File: src/rtl/pmi_fifo_sync_pkg.sv
// Shared definitions for the pmi_fifo_sync FIFO: show-ahead mode constants,
// the per-cycle transfer record and a constant-evaluable clog2 helper.
package pmi_fifo_sync_pkg;

    localparam int SHOWAHEAD_STD  = 0;
    localparam int SHOWAHEAD_FWFT = 1;

    typedef struct packed {
        logic wr;
        logic rd;
    } xfer_t;

    function automatic int clog2(input int value);
        int width;
        int rem;
        width = 0;
        rem   = value - 1;
        while (rem > 0) begin
            width++;
            rem = rem >> 1;
        end
        return width;
    endfunction

endpackage

File: src/rtl/pmi_fifo_ram.sv
// Simple dual-port storage for the FIFO: synchronous write, asynchronous read
// so the array maps onto distributed/LUT RAM. Contents are never reset.
module pmi_fifo_ram #(
    parameter int DATA_WIDTH = 8,
    parameter int DEPTH      = 16,
    parameter int AW         = 4
) (
    input  logic                  clk,
    input  logic                  wr_en,
    input  logic [AW-1:0]         wr_addr,
    input  logic [DATA_WIDTH-1:0] wr_data,
    input  logic [AW-1:0]         rd_addr,
    output logic [DATA_WIDTH-1:0] rd_data
);

    logic [DATA_WIDTH-1:0] mem [DEPTH];

    always_ff @(posedge clk) begin
        if (wr_en) begin
            mem[wr_addr] <= wr_data;
        end
    end

    assign rd_data = mem[rd_addr];

endmodule

File: src/rtl/pmi_fifo_sync.sv
// Single-clock FIFO with fill count, registered almost-flags, optional show-ahead
// output, synchronous flush and sticky overflow/underflow flags.
module pmi_fifo_sync
    import pmi_fifo_sync_pkg::*;
#(
    parameter int DATA_WIDTH = 8,
    parameter int DEPTH      = 16,
    parameter int AF_LEVEL   = 14,
    parameter int AE_LEVEL   = 2,
    parameter int SHOWAHEAD  = SHOWAHEAD_STD,
    localparam int AW        = clog2(DEPTH)
) (
    input  logic                  Clock,
    input  logic                  Reset_n,
    input  logic                  Flush,
    input  logic [DATA_WIDTH-1:0] Data,
    input  logic                  WrEn,
    input  logic                  RdEn,
    input  logic                  ClrErr,
    output logic [DATA_WIDTH-1:0] Q,
    output logic [AW:0]           Count,
    output logic                  Empty,
    output logic                  Full,
    output logic                  AlmostEmpty,
    output logic                  AlmostFull,
    output logic                  Overflow,
    output logic                  Underflow
);

    localparam logic [AW:0]   CNT_ONE  = (AW+1)'(1);
    localparam logic [AW:0]   CNT_FULL = (AW+1)'(DEPTH);
    localparam logic [AW:0]   CNT_AF   = (AW+1)'(AF_LEVEL);
    localparam logic [AW:0]   CNT_AE   = (AW+1)'(AE_LEVEL);
    localparam logic [AW-1:0] PTR_ONE  = AW'(1);

    logic [AW-1:0]         wr_ptr;
    logic [AW-1:0]         rd_ptr;
    logic [AW:0]           count_nxt;
    logic [DATA_WIDTH-1:0] rd_data;
    logic [DATA_WIDTH-1:0] q_reg;
    logic                  ovf_set;
    logic                  udf_set;
    xfer_t                 xfer;

    // Flush outranks both requests and also suppresses the error flags.
    always_comb begin
        xfer.wr = WrEn & ~Full  & ~Flush;
        xfer.rd = RdEn & ~Empty & ~Flush;
        ovf_set = WrEn &  Full  & ~Flush;
        udf_set = RdEn &  Empty & ~Flush;
    end

    always_comb begin
        count_nxt = Count;
        if (Flush) begin
            count_nxt = '0;
        end else if (xfer.wr && !xfer.rd) begin
            count_nxt = Count + CNT_ONE;
        end else if (xfer.rd && !xfer.wr) begin
            count_nxt = Count - CNT_ONE;
        end
    end

    pmi_fifo_ram #(
        .DATA_WIDTH (DATA_WIDTH),
        .DEPTH      (DEPTH),
        .AW         (AW)
    ) u_ram (
        .clk     (Clock),
        .wr_en   (xfer.wr),
        .wr_addr (wr_ptr),
        .wr_data (Data),
        .rd_addr (rd_ptr),
        .rd_data (rd_data)
    );

    always_ff @(posedge Clock or negedge Reset_n) begin
        if (!Reset_n) begin
            wr_ptr <= '0;
            rd_ptr <= '0;
        end else if (Flush) begin
            wr_ptr <= '0;
            rd_ptr <= '0;
        end else begin
            if (xfer.wr) begin
                wr_ptr <= wr_ptr + PTR_ONE;
            end
            if (xfer.rd) begin
                rd_ptr <= rd_ptr + PTR_ONE;
            end
        end
    end

    // Flags come from the next count so they line up with Count itself.
    always_ff @(posedge Clock or negedge Reset_n) begin
        if (!Reset_n) begin
            Count       <= '0;
            Empty       <= 1'b1;
            Full        <= 1'b0;
            AlmostEmpty <= 1'b1;
            AlmostFull  <= 1'b0;
        end else begin
            Count       <= count_nxt;
            Empty       <= (count_nxt == '0);
            Full        <= (count_nxt == CNT_FULL);
            AlmostEmpty <= (count_nxt <= CNT_AE);
            AlmostFull  <= (count_nxt >= CNT_AF);
        end
    end

    always_ff @(posedge Clock or negedge Reset_n) begin
        if (!Reset_n) begin
            Overflow  <= 1'b0;
            Underflow <= 1'b0;
        end else begin
            Overflow  <= ovf_set | (Overflow  & ~ClrErr);
            Underflow <= udf_set | (Underflow & ~ClrErr);
        end
    end

    always_ff @(posedge Clock or negedge Reset_n) begin
        if (!Reset_n) begin
            q_reg <= '0;
        end else if (xfer.rd) begin
            q_reg <= rd_data;
        end
    end

    // In show-ahead mode an empty FIFO keeps presenting the last word popped.
    assign Q = (SHOWAHEAD == SHOWAHEAD_FWFT && !Empty) ? rd_data : q_reg;

endmodule

File: config.mk
export PLATFORM = sky130hd
export DESIGN_NAME = pmi_fifo_sync
export DESIGN_NICKNAME = d
export VERILOG_FILES = /design/src/rtl/pmi_fifo_sync_pkg.sv /design/src/rtl/pmi_fifo_ram.sv /design/src/rtl/pmi_fifo_sync.sv
export SDC_FILE = /design/constraint.sdc
export NUM_CORES = 1
export LEC_CHECK = 0
export CAP_MARGIN = 30
export CORE_UTILIZATION = 45
export CTS_BUF_LIST = sky130_fd_sc_hd__clkbuf_16
export DETAILED_ROUTE_END_ITERATION = 10
export SYNTH_ARGS = -nofsm -noshare
export SYNTH_HDL_FRONTEND = slang
export SYNTH_SLANG_ARGS = --single-unit
File: constraint.sdc
create_clock -name Clock -period 4 [get_ports Clock]
set_input_delay 0.4 -clock Clock [delete_from_list [all_inputs] [get_ports Clock]]
set_output_delay 0.4 -clock Clock [all_outputs]
set_load 0.05 [all_outputs]
### After elaboration in Yosys (flattened, before gate mapping)

Memories as Yosys holds them, arrays and structs flattened. A register that Yosys moved wholly into a read port is not among the register bits.
Cells that the tools add are included.

* equal/unequal tests: 1
* $lt $le $gt $ge: 2
* multiplexer cells: 9
* $add $sub $neg: 4
* reductions and logical operators: 8
* bitwise gates (word level): 16

Operators by type and width (number)
* 4-bit 2-to-1 mux: 4
* 5-bit 2-to-1 mux: 3
* 1-bit bitwise AND: 10
* 4-bit by 1-bit adder with 4-bit output (second input constant): 2
* 5-bit by 1-bit adder with 5-bit output (second input constant): 1
* 5-bit == test (second input constant): 1
* 5-bit by 4-bit greater-or-equal comparator with 1-bit output (second input constant): 1
* 5-bit by 2-bit <= comparator with 1-bit output (second input constant): 1
* 5-bit logical NOT: 1
* 5-bit by 1-bit subtractor with 5-bit output (second input constant): 1
* 1-bit inverter: 4
* 2-bit nonzero test: 2
* 1-bit logical NOT: 3
* 1-bit logical AND: 2
* 1-bit 2-to-1 mux: 2
* 1-bit OR: 2

* bits of input ports: 14
* memory bits (writable): 128
* memories: 1
* logic and storage cells: 50
* register bits: 19
* output and inout bits: 19

Memories
* u_ram.mem: depth 16, bits a word 8, read ports 1, clocked after Yosys merged registers in 1, wr ports 1, line pmi_fifo_ram.sv:16 `logic [DATA_WIDTH-1:0] mem [DEPTH];`

### Logic depth before layout (Yosys ltp)

Gate-level depths: netlist of run 1.

* depth in word-level cells: 9
* mapped depth: 7
* gate-level depth less buffers: 7

### By module

A second synthesis of run 1 with hierarchy kept.

* cell total of the unflattened synthesis: 341
* area, all modules: 6332.3 um2

By module, submodules not included
* pmi_fifo_ram: cells each 221, times used 1, area each 4987.3 um2
* pmi_fifo_sync: cells each 120, times used 1, area each 1345.0 um2

### Worst setup path before layout of run 1

Ideal clock, no wire load.

* kind: reg-to-reg
* from: reg Count[0]
* to: reg AlmostEmpty
* setup time: 0.105 ns
* setup slack: 1.835 ns
* clock period less this slack: 2.165 ns
* cell stages (with the launch flop): 8
* buffers on the path: 1
* data arrival time: 2.060 ns
* path through: dfrtp_1 -> clkbuf_1 -> inv_1 -> ha_1 -> a31oi_1 -> mux2i_2 -> inv_2 -> a2111oi_2

* cells in the longest elaborated chain, start to end: 5
* elaborated cells between the ends (all ways): 6

Ends and longest elaborated chain
* from (decl): line pmi_fifo_sync.sv:21 `output logic [AW:0] Count,`
* from (signal assigned): line pmi_fifo_sync.sv:103 `Count <= count_nxt;`
* 5-bit by 1-bit subtractor with 5-bit output: line pmi_fifo_sync.sv:60 `count_nxt = Count - CNT_ONE;`
* 5-bit 2-to-1 mux: line pmi_fifo_sync.sv:59 `end else if (xfer.rd && !xfer.wr) begin`
* 5-bit 2-to-1 mux *: line pmi_fifo_sync.sv:57 `end else if (xfer.wr && !xfer.rd) begin`
* 5-bit 2-to-1 mux *: line pmi_fifo_sync.sv:55 `if (Flush) begin`
* net count_nxt[4]: line pmi_fifo_sync.sv:38 `logic [AW:0] count_nxt;`
* 5-bit by 2-bit <= comparator with 1-bit output *: line pmi_fifo_sync.sv:106 `AlmostEmpty <= (count_nxt <= CNT_AE);`
* to (signal assigned): line pmi_fifo_sync.sv:106
* to (decl): line pmi_fifo_sync.sv:24 `output logic AlmostEmpty,`

The timed path passes the listed nets; every way through them passes the cells marked *.
A chain may end at the register's enable or synchronous reset.

### Worst setup path after layout of run 1

* from: in WrEn
* to: mem u_ram.mem[15][7] (enable)

* cells in the longest elaborated chain, start to end: 4

Ends and longest elaborated chain
* from (decl): line pmi_fifo_sync.sv:17 `input logic WrEn,`
* 1-bit bitwise AND (2 in series): line pmi_fifo_sync.sv:47 `xfer.wr = WrEn & ~Full & ~Flush;`
* 1-bit 2-to-1 mux: line pmi_fifo_ram.sv:19 `if (wr_en) begin`
* 1-bit 2-to-1 mux (implied by the code): line pmi_fifo_ram.sv:20 `mem[wr_addr] <= wr_data;`
* to (decl): line pmi_fifo_ram.sv:16

Every way passes these cells.

==> results.yml, run 1 <==
clocking:
  cts_resized: 0
  clk_pin_slew_ps: 60
  ctsHoldBuffers: 0
  cts_tree: "built"
  cts.path.max_buffers: 2
  clock_tree.htree_level_count: 4
  postCtsSetupBuffers: 0
  insertion_delay_ps: 430
  cts_buffers: 17
  root_buffer: "clkbuf_16"
  clock_sinks: 155
sta:
  rsz0062_at_grt: "false"
  fin_crit_sh_pct: 58.0
  worstMarginPinSlew_ps: 916
  hold_viol_final: 0
  slew_violations: 0
  setup_violations: 0
  maxSlewHeadroom_pct: 38.9
  max_freq_ghz: 0.431
  setup_tns_ps: 0
  clock_skew_ps: 7.11
  fin_crit_ps: 2320
yosys:
  synth_commonest_cells: "edfxtp_1 (128), nor2_1 (33), dfrtp_1 (25), mux4_2 (24), nand2_1 (16)"
  synthArstFlopShare_pct: 17.4
  synth.avg_cell_area_um2: 17.9
  ys_warn_count: 0
  synth_cells: 357
  synth.cell_area_mm2: 0.00637
  yosysUniqueCellTypes: 49
  synth_most_common_cell: "edfxtp_1"
  synth_top_area_share_pct: 60.3
  ys_seq_area_share_pct: 70.9
  postSynthNetCount: 378
  ys_seq_elements: 155
  synthTopCellsByArea: "edfxtp_1 (60%), dfrtp_1 (9.8%), mux4_2 (8.5%)"
  synth_edf_count: 128
  synth_largest_area_cell: "edfxtp_1"
  synth-main-ff-cell: "edfxtp_1"
setup_path:
  crit_required_ps: 4050
  critPathMaxFanout: 12
  path_cells: "clkdlybuf4s50_1, and2b_1, nand2_1, nor2_1"
  cp_slowest_cell: "nor2_1"
  slowest_delay_ps: 690
  crit_path_start_kind: "primary input"
  worst-setup-path-type: "in2reg"
  critPathArrivalTime_ps: 2380
  end_kind: "flip-flop"
placed_design:
  dp_hpwl_um: 8700
  gp_congestion: 0.852
  portBuffers: 32
pwr:
  power_density_mw_per_mm2: 592
  power.internal_uw: 3120
  p_clk_share_pct: 35.4
  switchingPower_uw: 1280
  swShare_pct: 29.1
  seqPwrFrac_pct: 44.5
  ir_worst_vdd_mv: 0.274
  combPwrFrac_pct: 20.1
  cellLeakagePower_uw: 0.00244
finish:
  syn_to_final_growth_pct: 16.6
  fin_nets: 418
  nFillCells: 1097
  n_antenna_cell: 0
  drive_gt1_share_pct: 19.5
  finalCoreUtilization_pct: 53.8
  regArea_mm2: 0.00452
  multi_input_area_mm2: 0.00170
global_route:
  overflow: 0
  grt_pass1_vias: 3397
  antenna_found_initial: 0
  grt_usage_pct: 20.3
  grt_start_max_net_pins: 28
  grt_pass1_wl_um: 20500
min_path:
  hp-class: "in2async"
floorplan:
  initial_core_util_pct: 46.1
  io_pins: 33
  die-area_mm2: 0.0146
  design.core.area_mm2: 0.0138
  chipWidth_um: 121
  row_count: 43
  die_h_um: 121
drt:
  via_per_inst: 5.65
  drc: 0
  avgRoutedWirePerCell_um: 22.3
  routed_wl_um: 13100
  firstDrtPassIters: 5
  drtIter0Drc: 283
  num_vias: 3333
  ant_nets: 0
status:
  outcome: "completed"
flow_run:
  drv_cap: 0
[cell families after synthesis]
logic type,synth area share (%)
compound gates,3.49
mux,14.5
buf+inv,2.36
xor+xnor,1.10
fa+ha+maj,1.37
simple gates,6.26
flops,70.9
[per-stage QoR]
step           setup slack, ps  hold WS [ps]  cells  total power (uW)  area, um^2
2_1_floorplan             1840           104    357              2590        6370
3_3_place_gp              1190           481    558              2870        6860
3_5_place_dp              1220           484    558              2880        6860
4_1_cts                   1670           351    590              4430        7430
5_1_grt                   1540           392    590              4570        7430
6_report                  1680           350    590              4400        7430
[flip-flops by register name, summed over array words and instances, names as in the netlist]
name / cells
Count: 5
Underflow: 1
u_ram.mem: 128
Overflow: 1
AlmostEmpty: 1
wr_ptr: 4
rd_ptr: 4
Empty: 1
Full: 1
Q: 8
AlmostFull: 1
[final timing paths]
check | start | to | slack (ps) | cells past startpoint
max | WrEn | u_ram.mem[15][7] | 1680 | 4
min | Reset_n | Count[0] | 350 | 2
max reg2reg | Full | u_ram.mem[15][7] | 1730 | 3
min reg2reg | Underflow | Underflow | 490 | 1
max in group asynchronous | Reset_n | Empty | 3330 | 2
min in group Clock | Underflow | Underflow | 490 | 1
[layout by cell type, fill, tap and decap left out, drive strengths merged, types with 4 or more instances in the layout]
master,n
dfrtp,25
edfxtp,128
nand2,16
clkinvlp,5
inv,10
mux4,31
o21ai,9
clkbuf,17
clkdlybuf4s50,32
a22oi,8
nor2b,4
clkinv,7
mux2i,9
nor3,5
nand3,4
mux2,9
ha,7
xor2,5
nor2,35
buf,7
[final cells by class]
type	instances	share of cell area [%]
timing repair buffer	39	5.02
tap	180	3.03
sequential	155	60.8
multi-input combinational	175	22.9
inverter	9	0.454
clock buffer	17	5.72
clock inverter	15	2.02
[metal layers]
layer | vias up | GRT usage (%) | part of all wire [%]
met2 | 111 | 29.8 | 46
met3 | 23 | 4.89 | 5.9
met5 | - | 0 | 0
li1 | 1485 | - | -
met4 | 0 | 10.2 | 2.3
met1 | 1714 | 28.2 | 46
[critical path: cells and delay by family]
kind	cells	cell delay (ps)
buffers and inverters	1	550
and+or+nand+nor	3	1430
[power by group through the flow]
stage	clock network, uW	logic, uW	registers (uW)
after detailed placement	0	888	1990
final	1560	882	1960
after global routing	1650	944	1980
after CTS	1580	892	1960
after floorplan	0	450	2150
after global placement	0	882	1990
(Power assumes the default switching activity.)
==> run 2, diff against run 1 <==
Clock period 4 ns to 2.3 ns, I/O delays scaled along.
==> results.yml, run 2 (synthesis results as in run 1) <==
status:
  outcome: "completed"
setup_path:
  slowest_delay_ps: 870
  crit_path_start_kind: "flip-flop"
  path_delay_family: "buffers and inverters"
  cp_slowest_cell: "clkdlybuf4s50_1"
  worst-setup-path-type: "reg2out"
  crit_required_ps: 2070
  crit_buf_inv: 1
  critPathMaxFanout: 10
  end_kind: "output pin"
  path_cells: "clkdlybuf4s50_1"
  critPathArrivalTime_ps: 1820
global_route:
  grt_usage_pct: 18.8
  grt_pass1_wl_um: 19500
  overflow: 0
  grt_pass1_vias: 3419
  grt_start_max_net_pins: 34
  antenna_found_initial: 0
sta:
  setup_tns_ps: 0
  fin_crit_ps: 2050
  hold_viol_final: 0
  worstMarginPinSlew_ps: 583
  rsz0062_at_grt: "false"
  max_freq_ghz: 0.487
  fin_crit_sh_pct: 89.3
  whs_ps: 205
  setup_violations: 0
  slew_violations: 0
  maxSlewHeadroom_pct: 61.0
  clock_skew_ps: 5.15
clocking:
  ctsHoldBuffers: 0
  cts.path.max_buffers: 2
  postCtsSetupBuffers: 0
  clock_tree.htree_level_count: 4
  cts_resized: 0
  cts_buffers: 17
  insertion_delay_ps: 410
  cts_tree: "built"
  clk_pin_slew_ps: 60
  clock_sinks: 155
  root_buffer: "clkbuf_16"
finish:
  fin_nets: 436
  largest_reg_flops: 128
  n_antenna_cell: 0
  final_cell_mix: "edfxtp_1 (128), nor2_1 (33), clkdlybuf4s50_1 (32)"
  finalCoreUtilization_pct: 54.8
  largest_register: "u_ram.mem"
  drive_gt1_share_pct: 21.5
  final_common_cell: "edfxtp_1"
  design_area_mm2: 0.00758
  syn_to_final_growth_pct: 18.8
min_path:
  hp-class: "in2async"
drt:
  via_per_inst: 5.53
  ant_nets: 0
  firstDrtPassIters: 4
  avgRoutedWirePerCell_um: 20.7
  num_vias: 3363
  drc: 0
  routed_wl_um: 12600
  drtIter0Drc: 216
floorplan:
  initial_core_util_pct: 46.1
  row_count: 43
  die-area_mm2: 0.0146
  chipWidth_um: 121
  die_h_um: 121
  design.core.area_mm2: 0.0138
  io_pins: 33
placed_design:
  dp_hpwl_um: 7920
  portBuffers: 32
  place_area_mm2: 0.00703
  gp_congestion: 0.832
pwr:
  cellLeakagePower_uw: 0.00256
  power_density_mw_per_mm2: 993
  ir_worst_vdd_mv: 0.754
flow_run:
  drv_cap: 0
## run 2: changes by cell type in the layout (fill, tap and decap cells not counted), sizes merged
cell / delta
buf: +18
clkinv: -1
clkinvlp: -3
inv: +4
## run 2: per-layer routing
metal,vias to the layer above,wire (um),GRT usage (%)
met5,-,0,0
li1,1517,-,-
met4,0,159,5.79
met1,1761,5650,24.7
met3,13,360,4.46
met2,72,6420,31.0
## run 2: power by group
group          internal (uW)  switching, uW
Sequential              3200            141
Combinational            658            942
Clock                   1560           1020
## run 2: final timing paths
path	startpoint	slack (ps)	end	cells past startpoint
worst max-delay path	Count[1]	250	Count[1]	1
worst min-delay path	Reset_n	210	Count[0]	2
worst max register to register	Empty	280	Full	5
worst min register to register	Underflow	500	Underflow	1
max in group asynchronous	Reset_n	1790	Empty	2
min in group Clock	ClrErr	460	Underflow	3
## run 2: cell type report
| class | instances | area (um^2) |
|---|---|---|
| clock inverters | 15 | 120 |
| fillers | 1082 | 6250 |
| multi-input cells | 175 | 1700 |
| clock buffers | 17 | 425 |
| well taps | 180 | 225 |
| inverters | 9 | 33.8 |
| repair buffers | 57 | 546 |
| flip-flops and latches | 155 | 4520 |
## run 2: stage by stage
step / total power, uW / std cells / setup slack, ps
after floorplan: 4510 / 357 / 135
after global placement: 4990 / 576 / 154
after detailed placement: 5010 / 576 / 99.4
after CTS: 7570 / 608 / 240
after global routing: 7790 / 608 / 124
final: 7520 / 608 / 247
